File: config.mk
export PLATFORM = sky130hd
export DESIGN_NAME = mem_access_ctrl
export DESIGN_NICKNAME = d
export VERILOG_FILES = /design/src/rtl/mem_access_ctrl.sv
export SDC_FILE = /design/constraint.sdc
export NUM_CORES = 1
export LEC_CHECK = 0
export CAP_MARGIN = 20
export CORE_MARGIN = 2
export CORE_UTILIZATION = 55
export CTS_CLUSTER_SIZE = 30
export DETAILED_ROUTE_END_ITERATION = 16
export DONT_BUFFER_PORTS = 1
export PLACE_DENSITY = 0.71
export SYNTH_ARGS = -nofsm -noshare
export SYNTH_HDL_FRONTEND = slang
export SYNTH_HIERARCHICAL = 1
export SYNTH_SLANG_ARGS = --single-unit
File: constraint.sdc
create_clock -name i_clk -period 2 [get_ports i_clk]
set_input_delay 0.3 -clock i_clk [delete_from_list [all_inputs] [get_ports i_clk]]
set_output_delay 0.3 -clock i_clk [all_outputs]
set_load 0.01 [all_outputs]
File: src/rtl/mem_access_ctrl.sv
// Host-side sequencer for the 8x8-bit memory: queues read/write requests and drives the pins with setup/access timing.
// Read data valid ACCESS_CYC+3 cycles after an idle push; o_req_ready = !full, o_rsp_valid/o_rsp_rdata held until taken.

module mac_fifo #(
   parameter int W     = 8,
   parameter int DEPTH = 2
) (
   input  logic         i_clk,
   input  logic         i_rst_n,
   input  logic         i_push_vld,
   output logic         o_push_rdy,
   input  logic [W-1:0] i_push_dat,
   input  logic         i_pop,
   output logic [W-1:0] o_head_dat,
   output logic         o_empty
);
   localparam int PTR_W = $clog2(DEPTH);

   logic [PTR_W:0] wr_ptr_q, wr_ptr_d;
   logic [PTR_W:0] rd_ptr_q, rd_ptr_d;
   logic [W-1:0]   mem_q [DEPTH];
   logic [W-1:0]   mem_d [DEPTH];
   logic           full;
   logic           push;
   logic           pop;

   // Extra pointer MSB distinguishes full from empty when the index bits match.
   assign full       = (wr_ptr_q[PTR_W] != rd_ptr_q[PTR_W]) &&
                       (wr_ptr_q[PTR_W-1:0] == rd_ptr_q[PTR_W-1:0]);
   assign o_empty    = (wr_ptr_q == rd_ptr_q);
   assign o_push_rdy = !full;
   assign push       = i_push_vld && !full;
   assign pop        = i_pop && !o_empty;
   assign o_head_dat = mem_q[rd_ptr_q[PTR_W-1:0]];

   always_comb begin
      wr_ptr_d = wr_ptr_q;
      rd_ptr_d = rd_ptr_q;
      mem_d    = mem_q;
      if (push) begin
         mem_d[wr_ptr_q[PTR_W-1:0]] = i_push_dat;
         wr_ptr_d = wr_ptr_q + (PTR_W+1)'(1);
      end
      if (pop) begin
         rd_ptr_d = rd_ptr_q + (PTR_W+1)'(1);
      end
   end

   always_ff @(posedge i_clk or negedge i_rst_n) begin
      if (!i_rst_n) begin
         wr_ptr_q <= '0;
         rd_ptr_q <= '0;
      end else begin
         wr_ptr_q <= wr_ptr_d;
         rd_ptr_q <= rd_ptr_d;
      end
   end

   always_ff @(posedge i_clk) begin
      mem_q <= mem_d;
   end
endmodule

module mem_access_ctrl #(
   parameter int ADDR_W     = 3,
   parameter int DATA_W     = 8,
   parameter int FIFO_DEPTH = 2,
   parameter int ACCESS_CYC = 2
) (
   input  logic              i_clk,
   input  logic              i_rst_n,
   input  logic              i_req_valid,
   output logic              o_req_ready,
   input  logic              i_req_op,
   input  logic [ADDR_W-1:0] i_req_addr,
   input  logic [DATA_W-1:0] i_req_wdata,
   output logic              o_rsp_valid,
   input  logic              i_rsp_ready,
   output logic [DATA_W-1:0] o_rsp_rdata,
   output logic [ADDR_W-1:0] o_mem_adr,
   output logic [DATA_W-1:0] o_mem_din,
   output logic              o_mem_op,
   output logic              o_mem_select,
   input  logic [DATA_W-1:0] i_mem_dout,
   output logic              o_busy
);
   localparam int CNT_W = $clog2(ACCESS_CYC + 1);

   typedef struct packed {
      logic              op;
      logic [ADDR_W-1:0] addr;
      logic [DATA_W-1:0] wdata;
   } req_t;

   typedef enum logic [1:0] {IDLE, SETUP, ACCESS, RESP} state_t;

   req_t              push_dat;
   req_t              head_dat;
   logic              fifo_empty;
   logic              fifo_pop;

   state_t            state_q, state_d;
   logic [CNT_W-1:0]  cnt_q, cnt_d;
   logic [ADDR_W-1:0] adr_q, adr_d;
   logic [DATA_W-1:0] din_q, din_d;
   logic              op_q, op_d;
   logic              sel_q, sel_d;
   logic              rsp_vld_q, rsp_vld_d;
   logic [DATA_W-1:0] rsp_dat_q, rsp_dat_d;

   assign push_dat = '{op: i_req_op, addr: i_req_addr, wdata: i_req_wdata};

   mac_fifo #(
      .W     ($bits(req_t)),
      .DEPTH (FIFO_DEPTH)
   ) u_req_fifo (
      .i_clk      (i_clk),
      .i_rst_n    (i_rst_n),
      .i_push_vld (i_req_valid),
      .o_push_rdy (o_req_ready),
      .i_push_dat (push_dat),
      .i_pop      (fifo_pop),
      .o_head_dat (head_dat),
      .o_empty    (fifo_empty)
   );

   // The pin registers double as the command register, so SETUP already presents a stable address.
   always_comb begin
      state_d   = state_q;
      cnt_d     = cnt_q;
      adr_d     = adr_q;
      din_d     = din_q;
      op_d      = op_q;
      sel_d     = sel_q;
      rsp_vld_d = rsp_vld_q;
      rsp_dat_d = rsp_dat_q;
      fifo_pop  = 1'b0;
      case (state_q)
         IDLE: begin
            if (!fifo_empty) begin
               fifo_pop = 1'b1;
               adr_d    = head_dat.addr;
               din_d    = head_dat.wdata;
               op_d     = head_dat.op;
               state_d  = SETUP;
            end
         end
         SETUP: begin
            sel_d   = 1'b1;
            cnt_d   = CNT_W'(ACCESS_CYC);
            state_d = ACCESS;
         end
         ACCESS: begin
            if (cnt_q == CNT_W'(1)) begin
               sel_d = 1'b0;
               if (op_q) begin
                  state_d = IDLE;
               end else begin
                  rsp_dat_d = i_mem_dout;
                  state_d   = RESP;
               end
            end else begin
               cnt_d = cnt_q - CNT_W'(1);
            end
         end
         RESP: begin
            // Valid is raised one cycle into RESP and only dropped by an actual transfer.
            if (!rsp_vld_q) begin
               rsp_vld_d = 1'b1;
            end else if (i_rsp_ready) begin
               rsp_vld_d = 1'b0;
               state_d   = IDLE;
            end
         end
         default: state_d = IDLE;
      endcase
   end

   always_ff @(posedge i_clk or negedge i_rst_n) begin
      if (!i_rst_n) begin
         state_q   <= IDLE;
         cnt_q     <= '0;
         adr_q     <= '0;
         din_q     <= '0;
         op_q      <= 1'b0;
         sel_q     <= 1'b0;
         rsp_vld_q <= 1'b0;
         rsp_dat_q <= '0;
      end else begin
         state_q   <= state_d;
         cnt_q     <= cnt_d;
         adr_q     <= adr_d;
         din_q     <= din_d;
         op_q      <= op_d;
         sel_q     <= sel_d;
         rsp_vld_q <= rsp_vld_d;
         rsp_dat_q <= rsp_dat_d;
      end
   end

   assign o_mem_adr    = adr_q;
   assign o_mem_din    = din_q;
   assign o_mem_op     = op_q;
   assign o_mem_select = sel_q;
   assign o_rsp_valid  = rsp_vld_q;
   assign o_rsp_rdata  = rsp_dat_q;
   assign o_busy       = (state_q != IDLE) || !fifo_empty;
endmodule

Word level (Yosys, flattened, before mapping)

Index checks and enable logic that the tools add are counted.

Add/sub/neg operators: 3
$lt $le $gt $ge: 3
Equality and inequality tests: 12
Mux-type cells: 20
Bitwise logic cells: 4
Reduce and logical (&&, ||, !) cells: 15

Operators with widths:

| operator                                                                      | count |
|---|---|
| 12-bit 2-to-1 mux                                                             | 4 |
| 24-bit bitwise mux                                                            | 1 |
| 12-bit demux with 1-bit select                                                | 1 |
| 2-bit 2-to-1 mux                                                              | 6 |
| 2-bit != test (second input constant)                                         | 5 |
| 2-bit one-hot mux with 4 select lines                                         | 1 |
| 2-bit AND reduction                                                           | 3 |
| 1-bit 2-to-1 mux                                                              | 5 |
| 2-bit by 1-bit adder with 2-bit output (second input constant)                | 2 |
| 2-bit by 1-bit == test with 1-bit output (second input constant)              | 2 |
| 2-bit == test (second input constant)                                         | 2 |
| 2-bit greater-or-equal comparator (second input constant)                     | 2 |
| 1-bit logical AND                                                             | 4 |
| 1-bit inverter with 2-bit output                                              | 2 |
| 2-bit one-hot mux with 2 select lines                                         | 1 |
| 4-bit AND reduction                                                           | 1 |
| 2-bit nonzero test                                                            | 2 |
| 3-bit AND reduction                                                           | 1 |
| 2-bit == test                                                                 | 1 |
| 1-bit zero test                                                               | 2 |
| 2-bit zero test                                                               | 1 |
| 2-bit by 1-bit less-than comparator with 1-bit output (second input constant) | 1 |
| 1-bit inverter                                                                | 2 |
| 1-bit one-hot mux with 2 select lines                                         | 1 |
| other kinds (4)                                                               | 4 |

Bits in registers: 54
Output and inout port bits: 24
Logic and storage cells: 69

Longest topological paths before layout

Gate-level depths: netlist of the first run.

Word-level depth: 6
Gate-level depth with buffers: 7

Hierarchy

The synthesis of the first run kept the hierarchy.

Modules (own cells, without submodules):

| module          | times used | cells each | area each (µm²) |
|---|---|---|---|
| mac_fifo        | 1          | 65         | 1114.8 |
| mem_access_ctrl | 1          | 74         | 1062.3 |

Worst setup path before layout of the first run

Ideal clock, no wire load.

Kind: reg2reg
Start: reg u_req_fifo.rd_ptr_q[0]
End: reg adr_q[0], in the netlist o_mem_adr[0]
Arrival time: 1653 ps
Required time: 1875 ps
Setup slack: 222 ps
Stages on the path, launching flop included: 7
Buffers on the path: 2
Period minus slack after synthesis: 1778 ps
Cell sequence: dfrtp_1 -> buf_2 -> xnor2_1 -> and2_1 -> nor3_4 -> buf_4 -> mux2_2

RTL lines:

| what                          | line | text |
|---|---|---|
| start, declared               | 20   | `logic [PTR_W:0] rd_ptr_q, rd_ptr_d;` |
| start signal, assigned        | 55   | `rd_ptr_q <= rd_ptr_d;` |
| 2-bit == test                 | 30   | `assign o_empty = (wr_ptr_q == rd_ptr_q);` |
| net fifo_empty                | 99   | `logic fifo_empty;` |
| 1-bit inverter (no line)      | -    |  |
| 2-bit AND reduction (no line) | -    |  |
| end signal, assigned          | 192  | `adr_q <= adr_d;` |
| end, declared                 | 104  | `logic [ADDR_W-1:0] adr_q, adr_d;` |

The timed path passes the listed nets, and every way through them passes these cells. The select of a mux whose other input is x is not followed.
A chain may end at the register's enable or synchronous reset.

Worst setup path in the final report of the first run

Start: reg u_req_fifo.rd_ptr_q[1]
End: out o_busy

Cells in the longest elaborated chain, start to end: 3

RTL lines:

| what             | line | text |
|---|---|---|
| 2-bit == test    | 30   |  |
| net fifo_empty   | 99   |  |
| 1-bit zero test  | 207  | `assign o_busy = (state_q != IDLE) \|\| !fifo_empty;` |
| 1-bit logical OR | 207  |  |
| end, declared    | 85   | `output logic o_busy` |

The timed path passes the listed nets, and every way through them passes these cells.

==> flow_summary.ini, run 1 <==
[outcome]
outcome = complete, no violations

[yosys]
syn_nets = 164
synthMuxAreaShare_pct = 17.1
syn_avg_cell_area_sq_um = 15.7
yosys_warnings = 6
syn_area_sq_mm = 0.00218
synth_ff_type = dfrtp_1
ys_seq_area_share_pct = 67.6
synth_top_family_by_area = multiplexers
synthAdderAreaFrac_pct = 0.575
synth_edf_count = 24
synth_compound_area_share_pct = 5.29
yosys.area_share.xor_xnor_pct = 1.55
yosys.area_share.simple_pct = 5.57
ys_ff_latch = 54
synthCells = 139
yosys.cell_types.count = 30
async_flop_share_pct = 55.6

[timing]
fmax_mhz = 558
hold_viol = 0
setup_tns_ps = 0
period_needed_ps = 1790
worst_hold_slack_ps = 87.6
worst_pin_slew_ps = 429
slew_viol_final = 0
slew_headroom_pct = 71.4
rsz0062_at_grt = no
setup_viol = 0
finalClockSkew_ps = 9.32
period_share_pct = 89.6

[setup_path]
startpoint = u_req_fifo/rd_ptr_q[1]
crit_fanout = 5
end_kind = output port
crit_arrival_ps = 1490
critPathTopFamily = flip-flops
crit_chain = xnor2_1, and2_1, nand2_1
reg2reg_from = u_req_fifo/rd_ptr_q[1]
worst_path_largest_cell_delay_ps = 460
rrSetupSlack_ps = 220
required_ps = 1700
critPathSlowestCell = dfrtp_1
path_class = reg -> out
start_kind = register
worst-path-buf-inv = 0

[final_layout]
final_util_pct = 62.8
stdcell_count = 196
final_nets = 172
stdcell_area_sq_mm = 0.00235
final_cell_mix = 32 x mux2_2, 30 x dfrtp_1, 24 x edfxtp_1
mostFrequentLayoutCell = mux2_2
area_growth_pct = 7.93
drive_gt1_share_pct = 33.8
antenna_cells = 0

[grt]
overflow = 0
antenna_found_initial = 0
grtUsageTotal_pct = 18.4
grt_max_degree = 31
grt_pass1_vias = 1182
grt_pass1_wl_um = 5650

[drt]
num_vias = 1112
first_iter_violations = 27
wirelength_um = 3560
drc = 0
wl_per_cell_um = 18.2
top_layer = met4
antenna_left = 0
dr_wl_met2_um = 1770
wl_met3_um = 300
firstDrtPassIters = 4
met1_length_um = 1410
via_per_inst = 5.67

[hold_path]
worstHoldPathType = in -> reg
worstHoldStart = i_req_op

[clocking]
htreeDepth = 2
post-cts-setup-buffers = 0
cts_tree = built
clockRootBuffer = clkbuf_8
clk_pin_slew_ps = 90
cts_buffers = 5
cts_buffer_depth = 2
post_cts_resized = 0
clkLatencyLatePin_ps = 300
numClockSinks = 54

[die]
fp.dieH_um = 66.9
start_util_pct = 58.2
placementRows = 22
fp.dieW_um = 66.9
core_area_sq_mm = 0.00374
die-area_sq_mm = 0.00448
pin_count = 48

[pwr]
p_per_area_mw_per_mm2 = 1620
p_leak_nw = 0.911
ir_drop_uv = 764

[placed_design]
port_buffers = 0
hpwl_um = 2530
place.gp.congestion = 0.759
place_area_sq_mm = 0.00224
dp_cells = 186

[flow_run]
max_cap_viol_count = 0
==> power breakdown <==
group	switching (mW)	internal (mW)	total, mW	leakage, nW
combinational	0.564	0.612	1.18	0.288
clock	0.316	0.241	0.557	0.0426
sequential	0.449	1.62	2.07	0.581
total	1.33	2.47	3.80	0.911
==> cell type report <==
cell class	count	area [sq um]
Clock buffer	6	72.6
Tap cell	48	60.1
Fill cell	301	1390
Multi-Input combinational cell	75	654
Sequential cell	54	1470
Inverter	4	15.0
Clock inverter	2	8.76
Timing Repair Buffer	7	67.6
==> routing by layer <==
layer | vias to the layer above | GRT usage, %
li1 | 518 | -
met1 | 559 | 20.4
met2 | 29 | 28.7
met3 | 6 | 9.12
met4 | 0 | 10.2
met5 | - | 0
==> state kept, by name, indices dropped and copies added, names as in the netlist <==
name and count:
u_req_fifo/mem_q 24, o_rsp_rdata 8, o_mem_din 8, cnt_q 2, o_mem_select 1, u_req_fifo/rd_ptr_q 2
state_q 2, o_mem_op 1, o_mem_adr 3, u_req_fifo/wr_ptr_q 2, o_rsp_valid 1
==> stage by stage <==
step	power, mW	setup WS [ps]
2_1_floorplan	2.97	222
3_3_place_gp	3.17	346
3_5_place_dp	3.28	244
4_1_cts	3.86	205
5_1_grt	4.06	132
6_report	3.80	207
==> path summary, 6_finish.rpt <==
path / to / cells past startpoint
max: o_busy / 3
min: u_req_fifo/mem_q[11] / 0
max reg2reg: state_q[0] / 5
min reg2reg: cnt_q[1] / 2
max in group asynchronous: o_mem_din[1] / 2
min in group asynchronous: o_mem_adr[0] / 2
==> cell families (layout without fill, tap and decap cells) <==
group | Yosys count | after routing
muxes | 33 | 33
DFF | 54 | 54
AOI/OAI and AO/OA | 18 | 18
buffers and inverters | 10 | 19
and+or+nand+nor | 20 | 20
adders and majority gates | 1 | 1
xor gates and xnor gates | 3 | 3
==> repair_timing <==
action / 4_1_cts / 5_1_grt
hold buffers: 2 / 0
hold endpoints to repair: 30 / 0
endpoints found under the setup margin: 0 / 0
==> synthesized netlist by cell type, types with 3 or more instances <==
| cell | n | area, sq um |
|---|---|---|
| mux2_2 | 32 | 360 |
| dfrtp_1 | 30 | 751 |
| edfxtp_1 | 24 | 721 |
| a21oi_1 | 8 | 40.0 |
| nand2_1 | 7 | 26.3 |
| inv_1 | 4 | 15.0 |
| buf_4 | 3 | 22.5 |
| nor2_1 | 3 | 11.3 |
No activity file was read; power rests on OpenSTA's default activity.
==> run 2: changes to the inputs <==
--- a/config.mk
+++ b/config.mk
@@ -14,5 +14,4 @@
 export PLACE_DENSITY = 0.71
 export SYNTH_ARGS = -nofsm -noshare
 export SYNTH_HDL_FRONTEND = slang
-export SYNTH_HIERARCHICAL = 1
 export SYNTH_SLANG_ARGS = --single-unit
==> run 2 against run 1 <==
Effect of this change: cell count decreased by 1.5%; synthesized cell count shrank 4.3%; cell area increased by 1.9%; die area grew 1.3%; global-route usage is 0.91 points lower; via count fell by 2.0%; sequential share of layout area is 1.2 points lower; area after synthesis increased by 1.4%; total power rose by 6.7%; maximum frequency is 0.84% lower; largest power group unchanged.
==> flow_summary.ini, run 2 <==
[grt]
grt_pass1_wl_um = 5600
grt_pass1_vias = 1218
antenna_found_initial = 0
grt_max_degree = 31
overflow = 0
grtUsageTotal_pct = 17.5

[drt]
wl_per_cell_um = 18.2
firstDrtPassIters = 4
via_per_inst = 5.65
num_vias = 1090
drc = 0
wirelength_um = 3510
antenna_left = 0
first_iter_violations = 28

[placed_design]
place.gp.congestion = 0.747
hpwl_um = 2440
place_ws_ps = 187
port_buffers = 0

[clocking]
hold_buffers = 2
clkLatencyLatePin_ps = 300
cts_buffers = 5
post-cts-setup-buffers = 0
post_cts_resized = 0
clockRootBuffer = clkbuf_8
numClockSinks = 54
clk_pin_slew_ps = 90
cts_tree = built
htreeDepth = 2
cts_buffer_depth = 2

[yosys]
async_flop_share_pct = 55.6
synth_edf_count = 24
yosys_warnings = 0
ys_seq_area_share_pct = 66.6
syn_nets = 158
syn_avg_cell_area_sq_um = 16.6
synth_top_area_share_pct = 34.0
ys_ff_latch = 54
synth_area_leaders = dfrtp_1 34%, edfxtp_1 33%, mux2_2 12%, mux2_4 5.4%, xnor2_2 1.5%
yosysMostFrequentCell = dfrtp_1
synthCells = 133
synthTopCellsByCount = 30 x dfrtp_1, 24 x edfxtp_1, 24 x mux2_2
yosys.cell_types.count = 28
synth_ff_type = dfrtp_1
yosysTopAreaCell = dfrtp_1
syn_area_sq_mm = 0.00221

[timing]
setup_viol = 0
rsz0062_at_grt = no
setup_tns_ps = 0
worst_pin_slew_ps = 536
fmax_mhz = 553
slew_headroom_pct = 64.1
setup_ws_ps = 192
period_share_pct = 90.4
finalClockSkew_ps = 9.03
hold_viol = 0
slew_viol_final = 0
period_needed_ps = 1810

[final_layout]
drive_gt1_share_pct = 35.0
antenna_cells = 0
multi_input_area_sq_um = 687
mostFrequentLayoutCell = dfrtp_1
final_nets = 167
area_growth_pct = 8.44
fillers = 307
largest-register = u_req_fifo.mem_q
largest_reg_flops = 24
final_util_pct = 60.7
regArea_sq_mm = 0.00147
final_cell_mix = 30 x dfrtp_1, 24 x mux2_2, 24 x edfxtp_1

[setup_path]
crit_fanout = 8
path_class = reg -> reg
end_kind = register
start_kind = register
crit_arrival_ps = 1990
required_ps = 2180

[pwr]
ir_drop_uv = 775
p_per_area_mw_per_mm2 = 1690
p_leak_nw = 0.947

[die]
core_area_sq_mm = 0.00394
fp.dieH_um = 67.4
fp.dieW_um = 67.4
pin_count = 48
placementRows = 23
start_util_pct = 56.0
die-area_sq_mm = 0.00454

[flow_run]
max_cap_viol_count = 0

[hold_path]
worstHoldPathType = in -> reg

[outcome]
outcome = complete, no violations
## run 2: cell count changes in the layout (fill, tap and decap cells not counted), sizes merged, moves of 3 or more
cell   delta
a21oi     -6
xnor2     +3
nor3      -3
nand2     -4
nor2      +4
## run 2: cells by family (layout without fill, tap and decap cells)
| kind of cell | after synthesis | after routing | share of synthesized area (%) |
|---|---|---|---|
| buffers and inverters | 9 | 19 | 2.27 |
| AO/OA/AOI/OAI | 16 | 16 | 5.67 |
| adder cells (fa/ha/maj) | 1 | 1 | 0.566 |
| XOR/XNOR | 7 | 7 | 3.46 |
| flip-flops | 54 | 54 | 66.6 |
| multiplexers | 33 | 33 | 18.1 |
| AND/OR/NAND/NOR | 13 | 13 | 3.29 |
## run 2: through the flow
step	hold WS (ps)	cells	total power, mW	instance area (sq um)
6_report	88.3	193	4.05	2390
5_1_grt	69.9	193	4.32	2390
4_1_cts	75.3	193	4.11	2390
3_5_place_dp	5.17	183	3.47	2270
3_3_place_gp	5.07	183	3.38	2270
2_1_floorplan	4.41	133	3.18	2210
## run 2: per-layer routing
layer	vias to the layer above	track usage (%)	wire [um]
li1	499	-	-
met2	38	28.8	1810
met5	-	0	0
met4	0	8.42	60
met1	546	20.9	1390
met3	7	5.50	247
## run 2: final cells by class
cell class                 instances  share of cell area [%]
sequential                        54                    61.4
inverter                           5                   0.784
multi-input combinational         70                    28.7
clock inverter                     2                   0.522
timing repair buffer               6                    2.51
clock buffer                       6                    3.45
tap                               50                    2.61
## run 2: worst max-delay path: stages (launching register included)
cell and delay (ps):
dfrtp_1 400, inv_1 60, ha_1 230, inv_1 110, nor4b_4 490, mux2_2 400
## run 2: worst paths after layout
| path | start | end | slack (ps) | cells after the start |
|---|---|---|---|---|
| max in group asynchronous | i_rst_n | o_rsp_rdata[1] | 1400 | 2 |
| min in group asynchronous | i_rst_n | o_mem_adr[1] | 420 | 2 |
| setup / recovery | cnt_q[1] | o_rsp_rdata[4] | 190 | 5 |
| hold reg to reg | cnt_q[1] | cnt_q[1] | 550 | 1 |
| setup reg to reg | cnt_q[1] | o_rsp_rdata[4] | 190 | 5 |
| hold / removal | i_req_wdata[0] | u_req_fifo.mem_q[0] | 90 | 0 |
## run 2: power breakdown
group / switching [mW] / leakage, nW / internal, mW
Sequential: 0.483 / 0.574 / 1.63
Clock: 0.327 / 0.0488 / 0.279
Combinational: 0.576 / 0.324 / 0.754
Total: 1.39 / 0.947 / 2.67
==> run 3: changes to the inputs <==
--- a/config.mk
+++ b/config.mk
@@ -11,6 +11,7 @@
 export CTS_CLUSTER_SIZE = 30
 export DETAILED_ROUTE_END_ITERATION = 16
 export DONT_BUFFER_PORTS = 1
+export GPL_TIMING_DRIVEN = 0
 export PLACE_DENSITY = 0.71
 export SYNTH_ARGS = -nofsm -noshare
 export SYNTH_HDL_FRONTEND = slang
==> run 3 against run 2 <==
Effect of this change: global-route usage shrank 0.19 points; combinational power rose by 4%; largest cell class unchanged; sequential power is 2% lower; critical endpoint is now u_req_fifo.mem_q[17]; worst setup slack worse by 17 ps; largest power group unchanged; sequential share of layout area is 0.16 points higher; clock power is 7.1% lower; cell count is the same; routed wire length fell by 2.4%.
==> flow_summary.ini, run 3 (synthesis results as in run 2) <==
[timing]
setup_ws_ps = 175
period_needed_ps = 1830
rsz0062_at_grt = no
slew_headroom_pct = 55.8
worst_hold_slack_ps = 91.6
fmax_mhz = 548
setup_viol = 0
finalClockSkew_ps = 4.97
hold_viol = 0
worst_pin_slew_ps = 662
slew_viol_final = 0
period_share_pct = 91.3

[final_layout]
regArea_sq_mm = 0.00147
final_util_pct = 60.6
mostFrequentLayoutCell = dfrtp_1
final_cell_mix = 30 x dfrtp_1, 24 x mux2_2, 24 x edfxtp_1
largest-register = u_req_fifo.mem_q
fillers = 294
stdcell_count = 193
multi_input_area_sq_um = 689
area_growth_pct = 8.16
drive_gt1_share_pct = 32.9
stdcell_area_sq_mm = 0.00239
final_nets = 167
largest_reg_flops = 24
antenna_cells = 0

[placed_design]
place_area_sq_mm = 0.00227
port_buffers = 0
hpwl_um = 2450
place.gp.congestion = 0.722
dp_cells = 183
place_ws_ps = -184

[clocking]
htreeDepth = 2
cts_buffers = 5
clockRootBuffer = clkbuf_8
cts_buffer_depth = 2
clk_pin_slew_ps = 90
cts_tree = built
clkLatencyLatePin_ps = 300
numClockSinks = 54

[setup_path]
worst-path-buf-inv = 0
crit_chain = xnor2_2, a21bo_2, nor2_2
crit_cells = 3
required_ps = 1940
path_class = reg -> reg
critPathTopFamily = simple AND/OR/NAND/NOR gates
worst_path_largest_cell_delay_ps = 510
crit_arrival_ps = 1770
start_kind = register
critPathSlowestCell = nor2_2
end_kind = register
crit_fanout = 12
reg2regPathDepth = 3

[hold_path]
hold_depth = 0
worstHoldPathType = in -> reg

[pwr]
ir_drop_uv = 905
p_leak_nw = 0.933
p_per_area_mw_per_mm2 = 1680

[die]
fp.dieH_um = 67.4
die-area_sq_mm = 0.00454
pin_count = 48
core_area_sq_mm = 0.00394
fp.dieW_um = 67.4
placementRows = 23
start_util_pct = 56.0

[drt]
first_iter_violations = 46
via_per_inst = 5.68
drc = 0
firstDrtPassIters = 4
wirelength_um = 3420
num_vias = 1097
antenna_left = 0
wl_per_cell_um = 17.7

[grt]
grt_pass1_vias = 1202
overflow = 0
antenna_found_initial = 0
grtUsageTotal_pct = 17.3
grt_pass1_wl_um = 5520
grt_max_degree = 31

[flow_run]
max_cap_viol_count = 0

[outcome]
outcome = complete, no violations
## run 3: final timing paths
check / from / endpoint / slack (ps)
max: u_req_fifo.wr_ptr_q[0] / u_req_fifo.mem_q[17] / 170
min: i_req_addr[0] / u_req_fifo.mem_q[20] / 90
max reg2reg: u_req_fifo.wr_ptr_q[0] / u_req_fifo.mem_q[17] / 170
min reg2reg: cnt_q[1] / cnt_q[1] / 550
max in group asynchronous: i_rst_n / o_mem_din[2] / 1400
min in group asynchronous: i_rst_n / o_mem_adr[1] / 430
## run 3: timing repair
item                                    CTS  global route
hold buffers                              2             0
resized for setup                         1             0
hold endpoints to repair                 30             0
buffers inserted                          0             0
endpoints found under the setup margin   12             0
## run 3: report_power, final
| part | internal [mW] | leakage [nW] | total [mW] | switching [mW] |
|---|---|---|---|---|
| Combinational | 0.757 | 0.315 | 1.38 | 0.626 |
| Clock | 0.240 | 0.0432 | 0.563 | 0.323 |
| Sequential | 1.64 | 0.574 | 2.07 | 0.432 |
| Total | 2.63 | 0.933 | 4.01 | 1.38 |
## run 3: final cells by class
cell class,count,share of cell area [%]
multi-input cells,70,28.9
repair buffers,2,1.26
flip-flops and latches,54,61.6
well taps,50,2.62
plain buffers,4,1.31
clock inverters,3,0.681
clock buffers,5,2.88
inverters,5,0.786
## run 3: routing by layer
layer | global-route usage (%) | wire length (um)
met1 | 19.9 | 1320
met2 | 28.5 | 1750
met3 | 7.50 | 289
met4 | 6.89 | 55
met5 | 0 | 0
## run 3: through the flow
stage | setup TNS, ps | power (mW)
detailed placement | -2200 | 3.48
floorplan | 0 | 3.18
finish | 0 | 4.01
CTS | 0 | 4.07
global placement | -1630 | 3.38
global route | 0 | 4.28
